===== src/rtl/unmask_buf_pkg.sv =====
// Shared defaults and helpers for the unmasking output buffer.
package unmask_buf_pkg;

    localparam int UNMASK_K_WIDTH_DEF = 32;
    localparam int UNMASK_DEPTH_DEF   = 4;

    // Highest occupancy at which the upstream stage may still advance; one slot
    // stays free for the word already sitting in the upstream output register.
    function automatic int ena_threshold(input int depth);
        return depth - 2;
    endfunction

endpackage


===== src/rtl/unmask_buf_mem.sv =====
// DEPTH x K_WIDTH storage: one synchronous write port, asynchronous read port, no reset.
module unmask_buf_mem
    import unmask_buf_pkg::*;
#(
    parameter int K_WIDTH = UNMASK_K_WIDTH_DEF,
    parameter int DEPTH   = UNMASK_DEPTH_DEF,
    localparam int AW     = $clog2(DEPTH)
) (
    input  logic               clk,
    input  logic               we_i,
    input  logic [AW-1:0]      waddr_i,
    input  logic [K_WIDTH-1:0] wdata_i,
    input  logic [AW-1:0]      raddr_i,
    output logic [K_WIDTH-1:0] rdata_o
);

    logic [K_WIDTH-1:0] mem_q [DEPTH];

    always_ff @(posedge clk) begin
        if (we_i) begin
            mem_q[waddr_i] <= wdata_i;
        end
    end

    assign rdata_o = mem_q[raddr_i];

endmodule


===== src/rtl/unmask_out_buffer.sv =====
// In-order output FIFO behind the 3-share unmasking stage; drives its ena for backpressure.
// Optional synchronous flush input i_clr is built when UNMASK_BUF_CLR_EN is defined.
module unmask_out_buffer
    import unmask_buf_pkg::*;
#(
    parameter int K_WIDTH = UNMASK_K_WIDTH_DEF,
    parameter int DEPTH   = UNMASK_DEPTH_DEF,
    localparam int AW     = $clog2(DEPTH)
) (
    input  logic               clk,
    input  logic               rst,
    input  logic [K_WIDTH-1:0] i_z,
    input  logic               i_vld,
    output logic               o_ena,
    output logic [K_WIDTH-1:0] o_data,
    output logic               o_valid,
    input  logic               i_ready,
`ifdef UNMASK_BUF_CLR_EN
    input  logic               i_clr,
`endif
    output logic [AW:0]        o_count
);

    localparam logic [AW:0] ENA_THR = (AW+1)'(ena_threshold(DEPTH));

    logic [AW-1:0]      wr_ptr_q, wr_ptr_d;
    logic [AW-1:0]      rd_ptr_q, rd_ptr_d;
    logic [AW:0]        count_q, count_d;
    logic               ena_q;
    logic               flush;
    logic               cap;
    logic               pop;
    logic [K_WIDTH-1:0] rd_data;

`ifdef UNMASK_BUF_CLR_EN
    assign flush = i_clr;
`else
    assign flush = 1'b0;
`endif

    // ena_q gates capture so a word held upstream during a stall is taken only once.
    assign o_ena   = ~rst & ~flush & (count_q <= ENA_THR);
    assign o_valid = (count_q != '0);
    assign cap     = i_vld & ena_q & ~flush & ~rst;
    assign pop     = o_valid & i_ready & ~flush;
    assign o_data  = o_valid ? rd_data : '0;
    assign o_count = count_q;

    always_comb begin
        wr_ptr_d = wr_ptr_q;
        rd_ptr_d = rd_ptr_q;
        count_d  = count_q;
        if (cap) begin
            wr_ptr_d = wr_ptr_q + 1'b1;
        end
        if (pop) begin
            rd_ptr_d = rd_ptr_q + 1'b1;
        end
        if (cap && !pop) begin
            count_d = count_q + 1'b1;
        end else if (pop && !cap) begin
            count_d = count_q - 1'b1;
        end
    end

    always_ff @(posedge clk) begin
        if (rst || flush) begin
            wr_ptr_q <= '0;
            rd_ptr_q <= '0;
            count_q  <= '0;
            ena_q    <= 1'b0;
        end else begin
            wr_ptr_q <= wr_ptr_d;
            rd_ptr_q <= rd_ptr_d;
            count_q  <= count_d;
            ena_q    <= o_ena;
        end
    end

    unmask_buf_mem #(
        .K_WIDTH (K_WIDTH),
        .DEPTH   (DEPTH)
    ) u_mem (
        .clk     (clk),
        .we_i    (cap),
        .waddr_i (wr_ptr_q),
        .wdata_i (i_z),
        .raddr_i (rd_ptr_q),
        .rdata_o (rd_data)
    );

endmodule

===== config.mk =====
export PLATFORM = sky130hd
export DESIGN_NAME = unmask_out_buffer
export DESIGN_NICKNAME = d
export VERILOG_FILES = /design/src/rtl/unmask_buf_pkg.sv /design/src/rtl/unmask_buf_mem.sv /design/src/rtl/unmask_out_buffer.sv
export SDC_FILE = /design/constraint.sdc
export NUM_CORES = 1
export LEC_CHECK = 0
export CORE_ASPECT_RATIO = 0.6
export CORE_UTILIZATION = 46
export DETAILED_ROUTE_END_ITERATION = 10
export GPL_ROUTABILITY_DRIVEN = 1
export PLACE_DENSITY = 0.76
export SETUP_SLACK_MARGIN = 0.15
export SKIP_CTS_REPAIR_TIMING = 1
export SYNTH_ARGS = -nofsm -noshare
export SYNTH_HDL_FRONTEND = slang
export SYNTH_SLANG_ARGS = --single-unit

===== constraint.sdc =====
create_clock -name clk -period 2.5 [get_ports clk]
set_input_delay 0.5 -clock clk [delete_from_list [all_inputs] [get_ports clk]]
set_output_delay 0.5 -clock clk [all_outputs]
set_load 0.005 [all_outputs]

==> impl_metrics.py <==
metrics = {
    "final_layout": {
        "drive_gt1_share_pct": 33.9,
        "mostFrequentLayoutCell": "edfxtp_1",
        "fin_area_sq_mm": 0.00733,
        "fin_nets": 424,
        "final_cell_mix": "edfxtp_1 (128), clkdlybuf4s50_1 (40), mux4_2 (32), buf_4 (31), nor2b_1 (30)",
        "postLayoutCoreUtil_pct": 64.6,
        "areaGrowthSynthToFinish_pct": 36.7,
        "fill_cells": 819,
    },
    "synthesis": {
        "synth_area_leader_cell": "edfxtp_1",
        "ys_seq_elements": 138,
        "synth_area_leaders": "edfxtp_1 (72%), mux4_2 (13%), dfxtp_1 (3.7%), nor2b_1 (3.5%), ha_1 (1.2%)",
        "yosysTopAreaCellShare_pct": 71.7,
        "ys_types": 26,
        "seq_area_frac_synth_pct": 75.4,
        "ys.flop_type": "edfxtp_1",
        "syn_area_sq_mm": 0.00536,
        "async_flop_share_pct": 0,
        "synth_edf_count": 128,
        "yosys_warnings": 0,
        "synth_cells": 253,
        "postSynthAreaPerCell_sq_um": 21.2,
        "synth_nets": 295,
    },
    "power": {
        "p_leak_uw": 0.00279,
        "ir_worst_vdd_uv": 708,
        "p_per_area_mw_per_mm2": 1070,
    },
    "placement": {
        "hpwl_mm": 6.24,
        "port_buffers": 72,
        "gp_congestion": 0.666,
        "placed_cell_area_sq_mm": 0.00642,
    },
    "worst_setup_path": {
        "reg2reg_to": "o_count[2]$_SDFFE_PP0P_",
        "critPathMaxFanout": 6,
        "endpoint_kind": "output pin",
        "worstPathArrival_ns": 1.99,
        "r2r.worst_path.cells": 7,
        "r2r-start": "o_count[0]$_SDFFE_PP0P_",
        "critical_path_class": "reg2out",
        "cp-start-kind": "flop",
        "required_ns": 2.00,
        "r2r_slack_ns": 0.31,
    },
    "drt": {
        "first_iter_violations": 166,
        "dr.pass1.iters": 4,
        "drc": 0,
        "num_vias": 2797,
        "avgRoutedWirePerCell_um": 19.4,
        "via_per_inst": 5.03,
        "ant_nets": 0,
        "routed_wl_mm": 10.8,
    },
    "sta": {
        "drv_slew": 0,
        "whs_ns": 0.477,
        "report.final.hold_viol_count": 0,
        "slew_headroom_pct": 75.6,
        "period_minus_slack_ns": 2.49,
        "post-route-period-util_pct": 99.7,
        "clock_skew_ns": 0.00658,
        "max_freq_ghz": 0.401,
        "tightestPinTransition_ns": 0.363,
        "setup_viol": 0,
        "rsz0062_at_grt": "true",
    },
    "clocking": {
        "clk_latency_ns": 0.41,
        "cts_max_level": 4,
        "clkSinkCount": 138,
        "clockBufferDepth": 2,
        "path_clk_slew_ns": 0.06,
        "cts_root_buffer": "clkbuf_16",
        "cts_tree": "yes",
        "cts_buffers": 17,
    },
    "global_routing": {
        "grt_pass1_wl_mm": 15.1,
        "grt_max_degree": 36,
        "first_global_vias": 2804,
        "gr-usage-met1_pct": 23.7,
        "grtUsageMet2_pct": 27.5,
        "grt_use_met3_pct": 6.64,
        "grt-busiest-layer": "met2",
        "antenna_found_initial": 1,
        "grt_usage_pct": 17.9,
        "overflow": 0,
    },
    "run_status": {
        "status": "finished clean",
    },
    "die": {
        "die_area_sq_mm": 0.0121,
        "row_count": 30,
        "ios": 73,
        "start_util_pct": 47.3,
        "fp.coreArea_sq_mm": 0.0113,
        "dieWidth_um": 141,
        "die_h_um": 85.6,
    },
    "worst_hold_path": {
        "hold_class": "reg2reg",
        "min_from": "rd_ptr_q[1]$_SDFFE_PP0P_",
        "whs_path_depth": 2,
    },
    "run": {
        "maxCapViolCount": 0,
    },
}
metrics by stage:
step / TNS [ns] / setup WS [ns] / power, uW / std cells
after floorplan: 0 / 0.476 / 3920 / 253
after detailed placement: -0.0309 / -0.0309 / 5000 / 491
after global routing: -0.239 / -0.0550 / 8190 / 555
after global placement: 0 / 0.0634 / 4980 / 491
after CTS: -3.87 / -0.172 / 7470 / 523
final: 0 / 0.00654 / 7850 / 556
routing by layer:
layer,vias to the layer above,share of wire (%)
li1,1272,-
met1,1413,46
met2,102,46
met3,10,7.4
met4,0,0.83
met5,-,0
registers in the layout (all words and copies together) (netlist names), named ones only:
name         flops
u_mem.mem_q    128
wr_ptr_q         2
ena_q            1
rd_ptr_q         2
o_count          3
synth_stat cells, drive strengths merged (2+ instances only):
| library cell | n |
|---|---|
| dfxtp | 10 |
| a21oi | 3 |
| inv | 4 |
| buf | 9 |
| nand2 | 3 |
| xor2 | 3 |
| nor2 | 6 |
| ha | 5 |
| o21ai | 2 |
| edfxtp | 128 |
| clkbuf | 2 |
| nor2b | 32 |
| and2 | 4 |
| a211oi | 2 |
| mux4 | 32 |
| or3 | 2 |
where the power goes:
group,internal (uW),leakage [uW],switching [uW]
logic,1600,0.00126,1040
registers,2640,0.00124,111
clock network,1550,0.000294,913
how the worst max path moves through the flow:
stage	start	depth (start not counted)	slack, ns	endpoint
4_1_cts	flop	4	-0.17	o_data[26]
5_1_grt	flop	6	-0.05	o_data[19]
3_5_place_dp	i_vld	9	-0.03	o_count[2]$_SDFFE_PP0P_
2_1_floorplan	o_count[0]$_SDFFE_PP0P_	7	0.48	o_count[2]$_SDFFE_PP0P_
3_3_place_gp	i_vld	9	0.06	o_count[2]$_SDFFE_PP0P_
6_report	flop	6	0.007	o_data[19]
layout make-up:
| type | instances | area [sq um] | area share (%) |
|---|---|---|---|
| diodes | 1 | 2.50 | 0.0342 |
| flip-flops and latches | 138 | 4050 | 55.3 |
| repair buffers | 121 | 1270 | 17.3 |
| clock inverters | 14 | 155 | 2.12 |
| clock buffers | 18 | 429 | 5.86 |
| inverters | 4 | 15.0 | 0.205 |
| well taps | 160 | 200 | 2.73 |
| multi-input cells | 100 | 1210 | 16.5 |
logic make-up after synthesis:
group,after synthesis,share of synthesized area [%]
AOI/OAI and AO/OA,8,0.887
xor gates and xnor gates,4,0.654
adders and majority gates,6,1.54
buffers and inverters,15,2.22
DFF,138,75.4
muxes,33,13.6
and+or+nand+nor,49,5.63
worst max-delay path: stages, from the launching register on:
cell and delay [ns]:
dfxtp_4 0.43, clkbuf_16 0.18, buf_4 0.11, buf_4 0.10
mux4_2 0.47, nor2b_1 0.15, dlymetal6s2s_1 0.15
Power figures use the tool's default switching activity.
